File: src/rtl/mem_fill_pkg.sv
// Shared types and constants for the cache fill controller.
//   state_e  : controller state (IDLE, FILL)
//   owner_e  : cache that owns the fill in progress (OWN_I, OWN_D)
//   cnt_width: width of a counter that must reach the block word count itself
package mem_fill_pkg;

  typedef enum logic {IDLE, FILL} state_e;
  typedef enum logic {OWN_I, OWN_D} owner_e;

  localparam int unsigned DATA_W = 16;
  localparam logic [15:0] BLOCK_MASK = 16'hFFF0;
  localparam int unsigned WORD_BYTES = 2;

  // One extra bit so the counter can hold the terminal value (words) itself.
  function automatic int unsigned cnt_width(input int unsigned words);
    return $clog2(words) + 1;
  endfunction

  localparam int unsigned CNT_W = cnt_width(8);

endpackage

File: src/rtl/fill_word_counter.sv
// Word counter for a block fill. Saturates at Terminal.
//   clk  : clock
//   clr  : synchronous clear (priority over inc)
//   inc  : increment enable, ignored once the terminal count is reached
//   cnt  : current count
//   done : cnt == Terminal
module fill_word_counter #(
  parameter int unsigned Width    = 4,
  parameter int unsigned Terminal = 8
) (
  input  logic             clk,
  input  logic             clr,
  input  logic             inc,
  output logic [Width-1:0] cnt,
  output logic             done
);

  logic [Width-1:0] cnt_q;

  always_ff @(posedge clk) begin
    if (clr) begin
      cnt_q <= '0;
    end else if (inc && !done) begin
      cnt_q <= cnt_q + Width'(1);
    end
  end

  assign done = (cnt_q == Width'(Terminal));
  assign cnt  = cnt_q;

endmodule

File: src/rtl/mem_fill_controller.sv
// Cache fill controller between the I/D caches and pipelined main memory.
// Arbitrates write-through stores, D-cache misses and I-cache misses (that priority), streams
// one block from memory into the missing cache and writes its tag, and stalls the pipeline
// while a fill is pending or running.
//   clk, rst               : clock, synchronous active-high reset
//   icache_miss/_addr      : I-cache miss request and byte address
//   dcache_miss/_addr      : D-cache miss request and byte address
//   store_req/addr/data    : write-through store, issued to memory in one IDLE cycle
//   mainmem_data_out/valid : memory read return
//   mainmem_addr/data_in/wr: memory request
//   fill_data, fill_addr   : word and byte address written into the owner's data array
//   *_wr_data_array/tag    : per-cache array write strobes
//   stall_n                : low stalls the pipeline
//   busy                   : fill in progress
module mem_fill_controller
  import mem_fill_pkg::*;
#(
  parameter int unsigned MEM_LATENCY     = 4,
  parameter int unsigned WORDS_PER_BLOCK = 8,
  parameter int unsigned ADDR_W          = 16
) (
  input  logic              clk,
  input  logic              rst,
  input  logic              icache_miss,
  input  logic [ADDR_W-1:0] icache_miss_addr,
  input  logic              dcache_miss,
  input  logic [ADDR_W-1:0] dcache_miss_addr,
  input  logic              store_req,
  input  logic [ADDR_W-1:0] store_addr,
  input  logic [DATA_W-1:0] store_data,
  input  logic [DATA_W-1:0] mainmem_data_out,
  input  logic              mainmem_data_valid,
  output logic [ADDR_W-1:0] mainmem_addr,
  output logic [DATA_W-1:0] mainmem_data_in,
  output logic              mainmem_wr,
  output logic [DATA_W-1:0] fill_data,
  output logic [ADDR_W-1:0] fill_addr,
  output logic              icache_wr_data_array,
  output logic              icache_wr_tag_array,
  output logic              dcache_wr_data_array,
  output logic              dcache_wr_tag_array,
  output logic              stall_n,
  output logic              busy
);

  localparam int unsigned CntW = cnt_width(WORDS_PER_BLOCK);

  // Memory is fully pipelined: issue never waits on returns, so latency only shapes timing.
  if (MEM_LATENCY == 0) begin : g_bad_latency
    $error("mem_fill_controller: MEM_LATENCY must be at least 1");
  end

  state_e            state_q, state_d;
  owner_e            owner_q, owner_d;
  logic [ADDR_W-1:0] base_q, base_d;

  logic            cnt_clr, issue_inc, recv_inc;
  logic [CntW-1:0] issue_cnt, recv_cnt, issue_word;
  logic            issue_done, recv_done, recv_last;
  logic [ADDR_W-1:0] issue_off, recv_off;

  // Counters sit at zero whenever no fill is running, so a new fill always starts at word 0.
  assign cnt_clr = rst || (state_q == IDLE);

  fill_word_counter #(
    .Width   (CntW),
    .Terminal(WORDS_PER_BLOCK)
  ) u_issue_cnt (
    .clk (clk),
    .clr (cnt_clr),
    .inc (issue_inc),
    .cnt (issue_cnt),
    .done(issue_done)
  );

  fill_word_counter #(
    .Width   (CntW),
    .Terminal(WORDS_PER_BLOCK)
  ) u_recv_cnt (
    .clk (clk),
    .clr (cnt_clr),
    .inc (recv_inc),
    .cnt (recv_cnt),
    .done(recv_done)
  );

  // After the last issue the address holds on the final word of the block.
  assign issue_word = issue_done ? CntW'(WORDS_PER_BLOCK - 1) : issue_cnt;
  assign issue_off  = ADDR_W'(issue_word) * ADDR_W'(WORD_BYTES);
  assign recv_off   = ADDR_W'(recv_cnt) * ADDR_W'(WORD_BYTES);
  assign recv_last  = (recv_cnt == CntW'(WORDS_PER_BLOCK - 1)) && !recv_done;

  always_ff @(posedge clk) begin
    if (rst) begin
      state_q <= IDLE;
      owner_q <= OWN_I;
      base_q  <= '0;
    end else begin
      state_q <= state_d;
      owner_q <= owner_d;
      base_q  <= base_d;
    end
  end

  always_comb begin
    state_d              = state_q;
    owner_d              = owner_q;
    base_d               = base_q;
    mainmem_addr         = '0;
    mainmem_data_in      = '0;
    mainmem_wr           = 1'b0;
    fill_data            = '0;
    fill_addr            = '0;
    icache_wr_data_array = 1'b0;
    icache_wr_tag_array  = 1'b0;
    dcache_wr_data_array = 1'b0;
    dcache_wr_tag_array  = 1'b0;
    issue_inc            = 1'b0;
    recv_inc             = 1'b0;

    unique case (state_q)
      IDLE: begin
        // Returns arriving in IDLE belong to an aborted fill and are dropped.
        if (store_req) begin
          mainmem_wr      = 1'b1;
          mainmem_addr    = store_addr;
          mainmem_data_in = store_data;
        end else if (dcache_miss) begin
          state_d = FILL;
          owner_d = OWN_D;
          base_d  = dcache_miss_addr & ADDR_W'(BLOCK_MASK);
        end else if (icache_miss) begin
          state_d = FILL;
          owner_d = OWN_I;
          base_d  = icache_miss_addr & ADDR_W'(BLOCK_MASK);
        end
      end
      FILL: begin
        mainmem_addr = base_q + issue_off;
        issue_inc    = !issue_done;
        if (mainmem_data_valid) begin
          recv_inc  = 1'b1;
          fill_data = mainmem_data_out;
          fill_addr = base_q + recv_off;
          if (owner_q == OWN_D) begin
            dcache_wr_data_array = 1'b1;
            dcache_wr_tag_array  = recv_last;
          end else begin
            icache_wr_data_array = 1'b1;
            icache_wr_tag_array  = recv_last;
          end
          if (recv_last) begin
            state_d = IDLE;
          end
        end
      end
      default: state_d = IDLE;
    endcase
  end

  assign busy    = (state_q == FILL);
  assign stall_n = !busy && !((state_q == IDLE) && (icache_miss || dcache_miss));

endmodule
File: config.mk
export PLATFORM = sky130hd
export DESIGN_NAME = mem_fill_controller
export DESIGN_NICKNAME = d
export VERILOG_FILES = /design/src/rtl/mem_fill_pkg.sv /design/src/rtl/fill_word_counter.sv /design/src/rtl/mem_fill_controller.sv
export SDC_FILE = /design/constraint.sdc
export NUM_CORES = 1
export LEC_CHECK = 0
export BUFFER_PORTS_ARGS = -buffer_cell sky130_fd_sc_hd__buf_2
export CAP_MARGIN = 20
export CELL_PAD_IN_SITES_DETAIL_PLACEMENT = 0
export CELL_PAD_IN_SITES_GLOBAL_PLACEMENT = 1
export CORE_UTILIZATION = 27
export DETAILED_ROUTE_END_ITERATION = 10
export PLACE_DENSITY = 0.95
export SKIP_CTS_REPAIR_TIMING = 1
export SLEW_MARGIN = 20
export SYNTH_ARGS = -nofsm -noshare
export SYNTH_HDL_FRONTEND = slang
export SYNTH_SLANG_ARGS = --single-unit
File: constraint.sdc
create_clock -name clk -period 3.6 [get_ports clk]
set_input_delay 0.18 -clock clk [delete_from_list [all_inputs] [get_ports clk]]
set_output_delay 0.18 -clock clk [all_outputs]
set_load 0.005 [all_outputs]
==> results.md <==
- Outcome: finished, final reports clean
- Total negative slack: 0 ns
- Vias: about 2200
- Rows: 30
- Cell count after placement: 470
- GRT Resource Usage Total: 0.1483
- Overall die area: 7369 um^2
- Int Pwr: between 0.0004 and 0.0005 W
- Switching share of power: 0.2995
- Die boundary height: ~86 um
- Diodes inserted: 0
- Number of synthesized register bits: 22
- Layout-stage area growth over the synthesis result: 42.72%
- Worst Path Class, Setup: reg2out
- Horizontal extent of the die: 85.85 um
- Mean cell area of the mapped netlist: ~7.7 um^2
- Placement-stage cell area: 2654 um^2
- Sink count of the clock tree: 22
- Number of top-level pins: approximately 160
- DRC: 0
- Overflow left after global routing: 0
- Pre-antenna DRT Iters: 4
- Iteration-0 DRC Markers: 72
- CP Data Arrival Time: ~2.4 ns
- Maximum number of pins on one net before global-route repair: 36
- Routed vias/inst: approximately 4.7
- Final Wtd Congestion: approximately 0.86
- Total of buffers placed on input and output ports: between 100 and 150
- Netlist area before placement: 1898 um^2
- Post-route insts no fill: 474
- Final period utilization: 0.7033
- Most common cell after layout, fill and taps aside: sky130_fd_sc_hd__buf_2
- Initial Utilization: 0.2794
- Clk pwr share: 0.261
- Maximum fanout along the worst path: 6
- Antenna violations before repair: 0
- Fraction of final layout cells with drive strength greater than 1: 0.4153
- Maximum Capacitance Violations: 0
- Final wirelength: between 5 and 6 mm
- Sequential share of the synthesized area: 0.2320
- Slack of the critical path: roughly 1.1 ns
- Warning count from the yosys run: 0
- Cell at the root of the clock tree: sky130_fd_sc_hd__clkbuf_8
- Number of buffers inserted during clock tree synthesis: 3
- Pre-CTS worst setup slack: between 1 and 1.5 ns
- Critical Path Start Type: register
- VDD IR-drop max: 115.5 uV
- Design Area, Final: ~2700 um^2
- Power density over the cells: roughly 240 nW/um^2
- Fin nets: 473
- Clock period minus final worst setup slack: 2.532 ns
- Vias in the first global route: a little under 2000
- Insertion delay to the later sink of the worst-skew pair: approximately 0.26 ns
- Transition time at the pin with the least slew margin: about 0.94 ns
- Post-Syn Instances: roughly 250
- H-tree depth: 1
- Critical path capture point type: output pin
- Final worst clock skew: 0.004146 ns
- Placed wire-length estimate: ~4.6 mm
- Largest buffer count on any clock path: 2
- Headroom to the max-slew limit: 0.3727
- Part of the total power dissipated in sequential elements: 0.435
- Hold Vio Cnt, Final: 0
- Residual antenna-violating net count after detailed routing: 0
- Endpoint required time on the critical path: between 3 and 4 ns
- Detailed-route wire length per cell: ~12 um
- Unique cell type count in the Yosys netlist: 34
- Max Freq: between 300 and 400 MHz
- Area inside the core boundary: between 6000 and 7000 um^2
- Comb pwr share: 0.304
- Syn_nets: around 340
- Clk slew on worst S/H paths: about 0.080 ns
- Reported net switching power: 0.0001970 W
- Final setup violation count: 0
- Hold crit path type: in2reg
- Fillers: roughly 700
- Leak pwr: roughly 1.5 nW
- Global-route wire length before repair: between 8 and 9 mm
- Pins over their slew limit: 0
- Leading cell types in the layout, fill and taps excluded: sky130_fd_sc_hd__buf_2, sky130_fd_sc_hd__nor2_1, sky130_fd_sc_hd__dfxtp_1
- RSZ-0062 raised after global routing: no
- CTS tree: yes
==> Yosys cell counts <==
master	count	area, um^2
sky130_fd_sc_hd__and2_1	17	106.4
sky130_fd_sc_hd__nand2_1	10	37.54
sky130_fd_sc_hd__and3_1	21	131.4
sky130_fd_sc_hd__a22oi_1	1	7.510
sky130_fd_sc_hd__buf_2	7	35.03
sky130_fd_sc_hd__xor2_1	12	105.1
sky130_fd_sc_hd__a21oi_1	9	45.04
sky130_fd_sc_hd__xnor2_1	11	96.34
sky130_fd_sc_hd__and4_1	1	8.760
sky130_fd_sc_hd__a22o_1	12	105.1
sky130_fd_sc_hd__nand4b_1	1	8.760
sky130_fd_sc_hd__nor3_2	2	20.02
sky130_fd_sc_hd__clkbuf_1	11	41.29
sky130_fd_sc_hd__ha_1	8	100.1
sky130_fd_sc_hd__nand4_1	5	31.28
sky130_fd_sc_hd__o21a_2	1	8.760
sky130_fd_sc_hd__nand3_1	6	30.03
sky130_fd_sc_hd__conb_1	1	3.750
sky130_fd_sc_hd__buf_4	3	22.52
sky130_fd_sc_hd__o21bai_1	1	7.510
sky130_fd_sc_hd__a211oi_1	12	90.09
sky130_fd_sc_hd__nand3b_1	1	7.510
sky130_fd_sc_hd__inv_1	4	15.01
sky130_fd_sc_hd__or3_1	2	12.51
sky130_fd_sc_hd__dfxtp_1	22	440.4
sky130_fd_sc_hd__nand4_2	1	12.51
sky130_fd_sc_hd__nor3b_1	1	7.510
sky130_fd_sc_hd__o21ai_0	4	20.02
sky130_fd_sc_hd__nor2b_1	3	18.77
sky130_fd_sc_hd__nor3_1	5	25.02
sky130_fd_sc_hd__buf_6	1	11.26
sky130_fd_sc_hd__nand2b_1	1	6.260
sky130_fd_sc_hd__nor2_1	37	138.9
sky130_fd_sc_hd__mux2i_1	14	140.1
==> power groups by stage <==
stage	clock [W]	combinational, W	sequential (W)
finish	0.000172	0.000200	0.000286
global route	0.000193	0.000224	0.000290
CTS	0.000178	0.000202	0.000285
detailed placement	0	0.000202	0.000291
global placement	0	0.000199	0.000290
floorplan	0	0.000123	0.000276
==> critical path, stage by stage (launching register included) <==
cell and delay (ns):
sky130_fd_sc_hd__dfxtp_1 0.34, sky130_fd_sc_hd__inv_1 0.10, sky130_fd_sc_hd__ha_1 0.17, sky130_fd_sc_hd__nand2_1 0.05, sky130_fd_sc_hd__nor2_1 0.35, sky130_fd_sc_hd__nor2b_1 0.10
sky130_fd_sc_hd__ha_1 0.21, sky130_fd_sc_hd__ha_1 0.25, sky130_fd_sc_hd__nand4_1 0.13, sky130_fd_sc_hd__xnor2_1 0.15, sky130_fd_sc_hd__a22o_1 0.14, sky130_fd_sc_hd__buf_2 0.11
==> logic make-up after synthesis <==
group | count (synthesis) | share of synthesized area
AO/OA/AOI/OAI | 40 | 0.1496
XOR/XNOR | 23 | 0.1061
adder cells (fa/ha/maj) | 8 | 0.05274
buffers and inverters | 26 | 0.06591
flip-flops | 22 | 0.2320
multiplexers | 14 | 0.07383
other | 1 | 0.001976
AND/OR/NAND/NOR | 114 | 0.3177
==> sequential cells by signal, summed over array words and instances (netlist names) <==
register	flops
u_issue_cnt.cnt	4
base_q	12
u_recv_cnt.cnt	4
busy	1
owner_q	1
==> layer usage <==
metal,global-route usage,share of wire
met1,0.1636,0.42
met2,0.2880,0.49
met4,0.05152,0.014
met5,0,0
met3,0.02021,0.075
==> worst paths after layout <==
path	start	depth (start not counted)	endpoint	slack [ns]
setup / recovery	u_issue_cnt.cnt[0]	11	mainmem_addr[14]	1.07
hold / removal	rst	2	owner_q	0.26
setup reg to reg	busy	5	u_recv_cnt.cnt[1]	1.62
hold reg to reg	base_q[4]	2	base_q[4]	0.54
==> final cells by class <==
type / count / area, um^2 / area share
Timing Repair Buffer: 148 / 743.2 / 0.2744
Clock buffer: 4 / 55.05 / 0.02032
Multi-Input combinational cell: 200 / 1335 / 0.4928
Inverter: 4 / 15.01 / 0.005543
Tap cell: 96 / 120.1 / 0.04434
Sequential cell: 22 / 440.4 / 0.1626
==> through the flow <==
stage / util / hold slack (ns) / power, W
after detailed placement: 0.3906 / 0.5308 / 0.0004930
after global routing: 0.3987 / 0.2637 / 0.0007062
final: 0.3987 / 0.2632 / 0.0006578
after CTS: 0.3987 / 0.2548 / 0.0006656
after floorplan: - / 0.2528 / 0.0003988
after global placement: 0.3906 / 0.5219 / 0.0004888
No activity file was read; power rests on OpenSTA's default activity.
